**src/rtl/mem_access_unit_pkg.sv**
```systemverilog
// Shared encodings for the data-memory access unit.
// funct3 load/store sizes and the access FSM states.
package mem_access_unit_pkg;

  localparam logic [2:0] F3_B  = 3'd0;
  localparam logic [2:0] F3_H  = 3'd1;
  localparam logic [2:0] F3_W  = 3'd2;
  localparam logic [2:0] F3_BU = 3'd4;
  localparam logic [2:0] F3_HU = 3'd5;

  typedef enum logic [1:0] {
    IDLE  = 2'd0,
    ISSUE = 2'd1,
    WAIT  = 2'd2,
    RESP  = 2'd3
  } state_t;

  function automatic logic f3_legal(
    input logic [2:0] f3
  );
    return f3 inside {F3_B, F3_H, F3_W, F3_BU, F3_HU};
  endfunction

  function automatic logic f3_misaligned(
    input logic [2:0] f3,
    input logic [1:0] lo
  );
    logic m;
    m = 1'b0;
    unique case (1'b1)
      (f3 == F3_H),
      (f3 == F3_HU): m = lo[0];
      (f3 == F3_W):  m = |lo;
      default:       m = 1'b0;
    endcase
    return m;
  endfunction

endpackage

```
**src/rtl/mem_access_unit_load_extend.sv**
```systemverilog
// Load data extension: sign/zero extends the low
// byte/half of a right-aligned word per funct3.
module mem_access_unit_load_extend
  import mem_access_unit_pkg::*;
(
  input  logic [2:0]  funct3,
  input  logic [31:0] raw,
  output logic [31:0] data
);

  // mask and extend; upper raw bits are never trusted
  always_comb begin
    data = raw;
    unique case (funct3)
      F3_B:  data = {{24{raw[7]}}, raw[7:0]};
      F3_BU: data = {24'd0, raw[7:0]};
      F3_H:  data = {{16{raw[15]}}, raw[15:0]};
      F3_HU: data = {16'd0, raw[15:0]};
      default: data = raw;
    endcase
  end

endmodule

```
**src/rtl/mem_access_unit.sv**
```systemverilog
// Initiator on the data BRAM port: one load/store
// per handshake, fixed-latency response with error flag.
module mem_access_unit
  import mem_access_unit_pkg::*;
#(
  parameter int ADDR_W        = 11,
  parameter bit MISALIGN_TRAP = 1'b1
) (
  input  logic              clk,
  input  logic              reset_n,
  input  logic              req_valid,
  output logic              req_ready,
  input  logic              req_write,
  input  logic [2:0]        req_funct3,
  input  logic [31:0]       req_addr,
  input  logic [31:0]       req_wdata,
  output logic              resp_valid,
  input  logic              resp_ready,
  output logic [31:0]       resp_rdata,
  output logic              resp_err,
  output logic              mem_write,
  output logic [2:0]        mem_funct3,
  output logic [31:0]       mem_din,
  output logic [ADDR_W-1:0] mem_addr,
  input  logic [31:0]       mem_dout
);

  state_t      state_q;
  state_t      state_d;
  logic        accept;
  logic        req_err;
  logic        wr_q;
  logic [2:0]  f3_q;
  logic [31:0] ext;

  assign accept = req_valid && req_ready;

  // classify the incoming request as a fault
  always_comb begin
    req_err = 1'b0;
    if (|req_addr[31:ADDR_W])
      req_err = 1'b1;
    if (!f3_legal(req_funct3))
      req_err = 1'b1;
    if (MISALIGN_TRAP &&
        f3_misaligned(req_funct3, req_addr[1:0]))
      req_err = 1'b1;
  end

  mem_access_unit_load_extend u_ext (
    .funct3 (f3_q),
    .raw    (mem_dout),
    .data   (ext)
  );

  // state register
  always_ff @(posedge clk or negedge reset_n) begin
    if (!reset_n)
      state_q <= IDLE;
    else
      state_q <= state_d;
  end

  // next-state: faults skip the BRAM entirely
  always_comb begin
    state_d = state_q;
    unique case (state_q)
      IDLE: begin
        if (accept)
          state_d = req_err ? RESP : ISSUE;
      end
      ISSUE: state_d = wr_q ? RESP : WAIT;
      WAIT:  state_d = RESP;
      RESP: begin
        if (resp_ready)
          state_d = IDLE;
      end
      default: state_d = IDLE;
    endcase
  end

  // handshake and write strobe decoded from state
  always_comb begin
    req_ready  = (state_q == IDLE);
    resp_valid = (state_q == RESP);
    mem_write  = (state_q == ISSUE) && wr_q;
  end

  // request capture and load data return
  always_ff @(posedge clk or negedge reset_n) begin
    if (!reset_n) begin
      wr_q       <= 1'b0;
      f3_q       <= 3'd0;
      mem_funct3 <= 3'd0;
      mem_din    <= 32'd0;
      mem_addr   <= '0;
      resp_rdata <= 32'd0;
      resp_err   <= 1'b0;
    end else if (accept) begin
      resp_err   <= req_err;
      resp_rdata <= 32'd0;
      if (!req_err) begin
        wr_q       <= req_write;
        f3_q       <= req_funct3;
        mem_funct3 <= req_funct3 & 3'b011;
        mem_din    <= req_wdata;
        mem_addr   <= req_addr[ADDR_W-1:0];
      end
    end else if (state_q == WAIT) begin
      resp_rdata <= ext;
    end
  end

endmodule

```
**config.mk**
```make
export PLATFORM = sky130hd
export DESIGN_NAME = mem_access_unit
export DESIGN_NICKNAME = d
export VERILOG_FILES = /design/src/rtl/mem_access_unit_pkg.sv /design/src/rtl/mem_access_unit_load_extend.sv /design/src/rtl/mem_access_unit.sv
export SDC_FILE = /design/constraint.sdc
export NUM_CORES = 1
export LEC_CHECK = 0
export CAP_MARGIN = 30
export CORE_MARGIN = 1
export CORE_UTILIZATION = 43
export CTS_BUF_LIST = sky130_fd_sc_hd__clkbuf_4 sky130_fd_sc_hd__clkbuf_8 sky130_fd_sc_hd__clkbuf_16
export DETAILED_ROUTE_END_ITERATION = 7
export HOLD_SLACK_MARGIN = 0.12
export PLACE_DENSITY = 0.87
export SLEW_MARGIN = 20
export SYNTH_ARGS = -nofsm -noshare
export SYNTH_HDL_FRONTEND = slang
export SYNTH_HIERARCHICAL = 1
export SYNTH_SLANG_ARGS = --single-unit
export TNS_END_PERCENT = 20
```
**constraint.sdc**
```tcl
create_clock -name clk -period 2.6 [get_ports clk]
set_input_delay 0.26 -clock clk [delete_from_list [all_inputs] [get_ports clk]]
set_output_delay 0.26 -clock clk [all_outputs]
set_load 0.02 [all_outputs]
```
==> results.yml <==
clocking:
  clkTransAtPathRegs_ns: 0.09
  post_cts_resize_count: 0
  cts_sinks: 82
  postCtsHoldBufs: 1
  cts_setup_buffers: 0
  numCtsBuffers: 9
  cts_root_buf: "clkbuf_8"
  clock_path_buffers: 2
  cts_tree: "built"
  clk_latency_ns: 0.34
  htree_levels: 3
worst_setup_path:
  worst_setup_path_end_kind: "output port"
  slowest_delay_ns: 0.89
  worstPathRequired_ns: 2.34
  crit_family: "flip-flops"
  worstPathArrival_ns: 2.00
  cp.buffers_inverters: 1
  path_class: "flop to output port"
  crit_slowest_cell: "dfrtp_1"
  crit_chain: "clkdlybuf4s50_1"
  critPathMaxFanout: 28
  startpoint_type: "flop"
logic_synthesis:
  ys_seq_area_share_pct: 55.6
  synth_cells: 309
  syn-mean-instance-area_um2: 11.9
  yosysTopAreaCell: "dfrtp_1"
  synth_ff_type: "dfrtp_1"
  yosys-top-cells-area: "dfrtp_1, mux2i_1, mux2_2"
  async_flop_share_pct: 100
  synth_cell_type_count: 30
  syn_area_um2: 3690
  synthTopCellsByCount: "dfrtp_1, nor2_1, mux2i_1"
  yosysMostFrequentCell: "dfrtp_1"
  syn_nets: 417
  yosys_warnings: 6
  synth.top_cell.area_share_pct: 55.6
  synth-seq-cells: 82
  synth_edf_count: 0
power:
  p_total_mw: 4.53
  power.leakage_nw: 2.61
  peakVddDrop_mv: 0.469
  p_per_area_nw_per_um2: 783
global_route:
  overflow: 0
  grt_pass1_vias: 3219
  antenna_found_initial: 0
  grt_max_degree: 59
  grt_pass1_wl_um: 15000
  track_usage_pct: 21.9
timing:
  finalMaxSlewViolations: 0
  period_needed_ns: 2.26
  tightest_slew_ns: 0.827
  tns_ns: 0
  period_share_pct: 86.9
  max_freq_mhz: 443
  post-route-worst-setup-slack_ns: 0.341
  worst_clock_skew_ns: 0.00976
  slew_headroom_pct: 44.9
  finalHoldViolations: 0
  finalSetupViolations: 0
  rsz0062_at_grt: "no"
detailed_routing:
  dr.pass1.iters: 4
  antenna_left: 0
  drt-initial-drc-count: 41
  drt-total-wl_um: 9360
  post-route-drc-count: 0
  viasPerCell: 4.99
  routedWlPerCell_um: 15.9
  vias: 2934
outcome:
  status: "complete, no violations"
final_layout:
  area_delta_synth_final_pct: 56.9
  antenna_cells: 0
  design_area_um2: 5790
  final_cells: 588
  fill_cells: 613
  layout-drive-gt1-share_pct: 11.2
  fin_nets: 586
floorplan:
  num_rows: 33
  io_pins: 186
  start_util_pct: 44.7
  dieWidth_um: 94.7
  core_um2: 8260
  die_h_um: 94.7
  die_area_um2: 8960
placement:
  io_buffers: 184
  hpwl_um: 6900
  post_dp_cell_area_um2: 5520
  place_ws_ns: 0.310
  gp_routability_congestion: 0.741
  dp.cells: 571
min_path:
  worstHoldPathType: "input port to asynchronous set/reset pin"
run:
  maxCapViolCount: 0
## final timing paths
path,start,end,slack [ns],cells past startpoint
min in group clk,mem_din[20]$_DFFE_PN0P_,mem_din[20]$_DFFE_PN0P_,0.49,1
setup / recovery,f3_q[1]$_DFFE_PN0P_,mem_funct3[1],0.34,1
hold reg to reg,mem_din[20]$_DFFE_PN0P_,mem_din[20]$_DFFE_PN0P_,0.49,1
setup reg to reg,state_q[0]$_DFFE_PN0P_,mem_din[0]$_DFFE_PN0P_,0.66,6
hold / removal,reset_n,resp_rdata[9]$_DFFE_PN0P_,0.37,2
max in group asynchronous,reset_n,resp_rdata[29]$_DFFE_PN0P_,1.62,3
## state kept, by name (all words and copies together) (netlist names)
signal,cells
f3_q,3
mem_addr,11
mem_din,32
resp_err,1
resp_rdata,32
state_q,2
wr_q,1
## report_power, final
| part | internal [mW] | switching (mW) | leakage (nW) |
|---|---|---|---|
| logic | 0.858 | 0.863 | 1.39 |
| clock network | 0.702 | 0.438 | 0.126 |
| registers | 1.53 | 0.144 | 1.09 |
## layout make-up
class	count	area (um2)	area share, %
inverters	5	18.8	0.324
flip-flops and latches	82	2050	35.4
clock inverters	4	97.6	1.69
repair buffers	190	1920	33.1
clock buffers	12	159	2.74
well taps	105	131	2.27
multi-input cells	190	1410	24.4
## per-stage QoR
| stage | utilization, % | hold slack (ns) |
|---|---|---|
| final | 70.1 | 0.367 |
| after global routing | 70.1 | 0.373 |
| after CTS | 70.1 | 0.362 |
| after detailed placement | 66.9 | 0.193 |
| after global placement | 66.6 | 0.468 |
| after floorplan | - | -0.0356 |
## layer usage
metal  vias up  track usage (%)  routed length [um]
li1       1376                -                   -
met4         0             6.82                 144
met1      1417             25.0                3600
met5         -                0                   0
met2       126             38.4                4810
met3        15             7.73                 813
## cells by family after synthesis
kind of cell	Yosys count	share of synthesized area (%)
flops	82	55.6
other cells	1	0.102
simple gates	73	8.44
mux	80	23.4
buf+inv	37	6.37
fa+ha+maj	4	1.36
compound gates	32	4.75
## cells in the final DEF (no fill, tap or decap), types with 3 or more instances in the layout
master             n
nor4_1             4
mux2i_1           32
nand2_1           26
mux2_1            19
inv_1              5
dfrtp_1           82
nor3_1             3
ha_1               3
mux2_2            28
o21ai_0           25
clkbuf_8          11
nor2_1            35
bufinv_16          3
clkdlybuf4s50_1  183
buf_4              4
(Power assumes the default switching activity.)
==> RTL change 1 (config.mk and constraints unchanged) <==
Put one more register stage on the output `resp_err`, cleared by the reset. The value now appears one clock later. The other outputs are not delayed to match.
--- a/src/rtl/mem_access_unit.sv
+++ b/src/rtl/mem_access_unit.sv
@@ -24,6 +24,8 @@
   output logic [ADDR_W-1:0] mem_addr,
   input  logic [31:0]       mem_dout
 );
+
+  logic resp_err_s0;
 
   state_t      state_q;
   state_t      state_d;
@@ -95,9 +97,9 @@
       mem_din    <= 32'd0;
       mem_addr   <= '0;
       resp_rdata <= 32'd0;
-      resp_err   <= 1'b0;
+      resp_err_s0 <= 1'b0;
     end else if (accept) begin
-      resp_err   <= req_err;
+      resp_err_s0 <= req_err;
       resp_rdata <= 32'd0;
       if (!req_err) begin
         wr_q       <= req_write;
@@ -111,5 +113,13 @@
     end
   end
 
+  always_ff @(posedge clk or negedge reset_n) begin
+    if (!reset_n) begin
+      resp_err <= '0;
+    end else begin
+      resp_err <= resp_err_s0;
+    end
+  end
+
 endmodule
 
Check against the original RTL: not equivalent (a bounded check fails within 4 cycles, from zero or initial values and one cycle with reset_n low).
==> RTL change 1 against the original RTL <==
Clock power down 11%; sequential cell count up 1; worst hold slack better by 26 ps; sequential share of layout area up 0.51 points; synthesized area up 0.68%; total power down 2.6%; setup slack better by 230 ps; final area down 0.22%; utilization down 0.50 points; via count about the same; wire length down 2.1%.
==> RTL change 1: results <==
[cts]
clk_pin_slew_ps = 70

[global_route]
grt_max_degree = 49
grt_pass1_wl_um = 14500
track_usage_pct = 21.1
grt_pass1_vias = 3042

[placed_design]
gp_congestion = 0.731
dp.cells = 572

[logic_synthesis]
yosysSeqAreaShare_pct = 55.9
ys_top_cells_by_area = "dfrtp_1, mux2i_1, mux2_2, mux2_1, nor2_1"
synth.area.mux_share_pct = 23.2
synthTopCellsByCount = "dfrtp_1, nor2_1, mux2i_1"
synth_nets = 418
synth_compound_area_share_pct = 4.71
syn_avg_cell_area_um2 = 12.0

[final_layout]
fill_cells = 624
drive_above_1_share_pct = 10.8
buf_share_pct = 33.2
design.seq.count = 83
ff_latch_area_um2 = 2080
fin_nets = 587
clkCellAreaFrac_pct = 3.79

[power_and_ir_drop]
leakage_uw = 0.00260
ir_drop_mv = 0.423

[detailed_routing]
wirelength_um = 9160
dr.first_iter.drc_count = 54
num_vias = 2933
wl_met3_um = 788
wl_met1_um = 3610

[setup_path]
cp_max_fo = 6

[worst_hold_path]
hold_class = "reg2reg"

[outcome]
status = "finished, final reports clean"

[sta]
finClkSkew_ps = 14.2
-- RTL change 1: cell types whose count changed in the layout (fill, tap and decap cells not counted), sizes merged --
cell	before	now
clkinvlp	1	0
bufinv	3	2
dfrtp	82	83
-- RTL change 1: metrics by stage --
step           setup slack, ps  instance area (µm²)  hold slack (ps)
3_3_place_gp               250                 5520              367
2_1_floorplan              675                 3720            -35.6
5_1_grt                    458                 5780              406
4_1_cts                    542                 5780              397
3_5_place_dp               282                 5550              259
6_report                   567                 5780              393
-- RTL change 1: worst max-delay path, stage by stage (launching register included) --
cell and delay (ps):
dfrtp_1 440, inv_1 110, ha_1 250, clkdlybuf4s50_1 640
-- RTL change 1: worst paths after layout --
| kind | startpoint | end | slack [ps] | depth (start not counted) |
|---|---|---|---|---|
| setup / recovery | state_q[0] | req_ready | 570 | 3 |
| hold / removal | resp_err_s0 | resp_err | 390 | 0 |
| setup reg to reg | state_q[0] | mem_din[30] | 660 | 6 |
| hold reg to reg | resp_err_s0 | resp_err | 390 | 0 |
| max in group asynchronous | reset_n | state_q[0] | 1570 | 3 |
| min in group asynchronous | reset_n | resp_rdata[8] | 430 | 2 |
-- RTL change 1: logic make-up (layout without fill, tap and decap cells) --
kind of cell,Yosys count,in the layout
flops,83,83
fa+ha+maj,4,4
other cells,1,1
compound gates,32,32
buf+inv,37,209
simple gates,73,73
mux,80,80
-- RTL change 1: power by group --
group / leakage [µW] / total (µW) / internal, µW / switching (µW)
Clock: 0.000112 / 1010 / 595 / 420
Sequential: 0.00110 / 1690 / 1540 / 146
Combinational: 0.00139 / 1710 / 858 / 851
-- RTL change 1: metal layers --
layer | up-vias | global-route usage, %
met5 | - | 0
met4 | 0 | 9.97
met3 | 18 | 5.80
met2 | 130 | 35.3
met1 | 1403 | 25.1
li1 | 1382 | -
==> RTL change 2 (same settings) <==
Without the edit above. The parameter `MISALIGN_TRAP` goes from 1'b1 to 1'b0.
--- a/src/rtl/mem_access_unit.sv
+++ b/src/rtl/mem_access_unit.sv
@@ -4,7 +4,7 @@
   import mem_access_unit_pkg::*;
 #(
   parameter int ADDR_W        = 11,
-  parameter bit MISALIGN_TRAP = 1'b1
+  parameter bit MISALIGN_TRAP = 1'b0
 ) (
   input  logic              clk,
   input  logic              reset_n,
Check against the original RTL: not equivalent (Yosys sat finds a counterexample within 4 cycles, from zero or initial values and one cycle with reset_n low).
==> RTL change 2 against the original RTL <==
Final area grew 0.37%; synthesized area grew 3.1%; total power is 4.6% lower; wire length shrank 1.5%; maximum frequency is 3.7% higher; sequential cell count unchanged; setup slack gained 80 ps; die area grew 3.0%.
==> RTL change 2: results <==
[logic_synthesis]
synth.area.mux_share_pct = 24.6
synthTopCellsByCount = "dfrtp_1, nor2_1, mux2i_1"
synthAdderAreaFrac_pct = 1.64
syn_inst = 307
synth_cell_type_count = 29
yosysSeqAreaShare_pct = 53.9
synth_compound_area_share_pct = 4.24

[final_layout]
final_util_pct = 69.3
instances_no_fill = 585
n_clock_buffer = 10
drive_above_1_share_pct = 15.4
multi_input_gates = 189
multiInputGateArea_um2 = 1500
fill_cells = 611
clkCellAreaFrac_pct = 3.23
sh_seq_area_pct = 35.3
nNonClkInverters = 4
fin_nets = 585
buf_share_pct = 33.1

[power_and_ir_drop]
net-switching-power_uw = 1470
p_clk_share_pct = 20.7
power.density_nw_per_um2 = 744
comb_power_uw = 1760
leakage_uw = 0.00259
switching_share_pct = 34.0

[placed_design]
place_hpwl_um = 6810
post_dp_cell_area_um2 = 5610
dp_slack_ps = 200
gp_congestion = 0.726

[sta]
worst_pin_slew_ps = 768
finClkSkew_ps = 10.6

[global_route]
track_usage_pct = 20.4
antenna_found_initial = 0
grt_max_degree = 46

[setup_path]
cpPeakStageDelay_ps = 850
worstPathArrival_ps = 1920

[detailed_routing]
dr.first_iter.drc_count = 72
num_vias = 2867

[outcome]
status = "finished, final reports clean"
## RTL change 2: path summary, 6_finish.rpt
path | startpoint | endpoint | slack [ps] | cells after the start
hold / removal | reset_n | resp_rdata[26] | 500 | 2
setup / recovery | f3_q[1] | mem_funct3[1] | 420 | 1
setup reg to reg | state_q[0] | mem_din[31] | 680 | 6
max in group asynchronous | reset_n | resp_rdata[29] | 1490 | 3
min in group clk | resp_err | resp_err | 510 | 2
hold reg to reg | resp_err | resp_err | 510 | 2
## RTL change 2: layer usage
| metal | part of all wire [%] | GRT usage (%) |
|---|---|---|
| met5 | 0 | 0 |
| met4 | 1.6 | 7.21 |
| met3 | 8.9 | 6.71 |
| met2 | 48 | 33.3 |
| met1 | 41 | 25.2 |
## RTL change 2: repair_timing
item / CTS / global route
hold buffers: 1 / 0
endpoints found under the setup margin: 0 / 0
hold endpoints to repair: 44 / 0
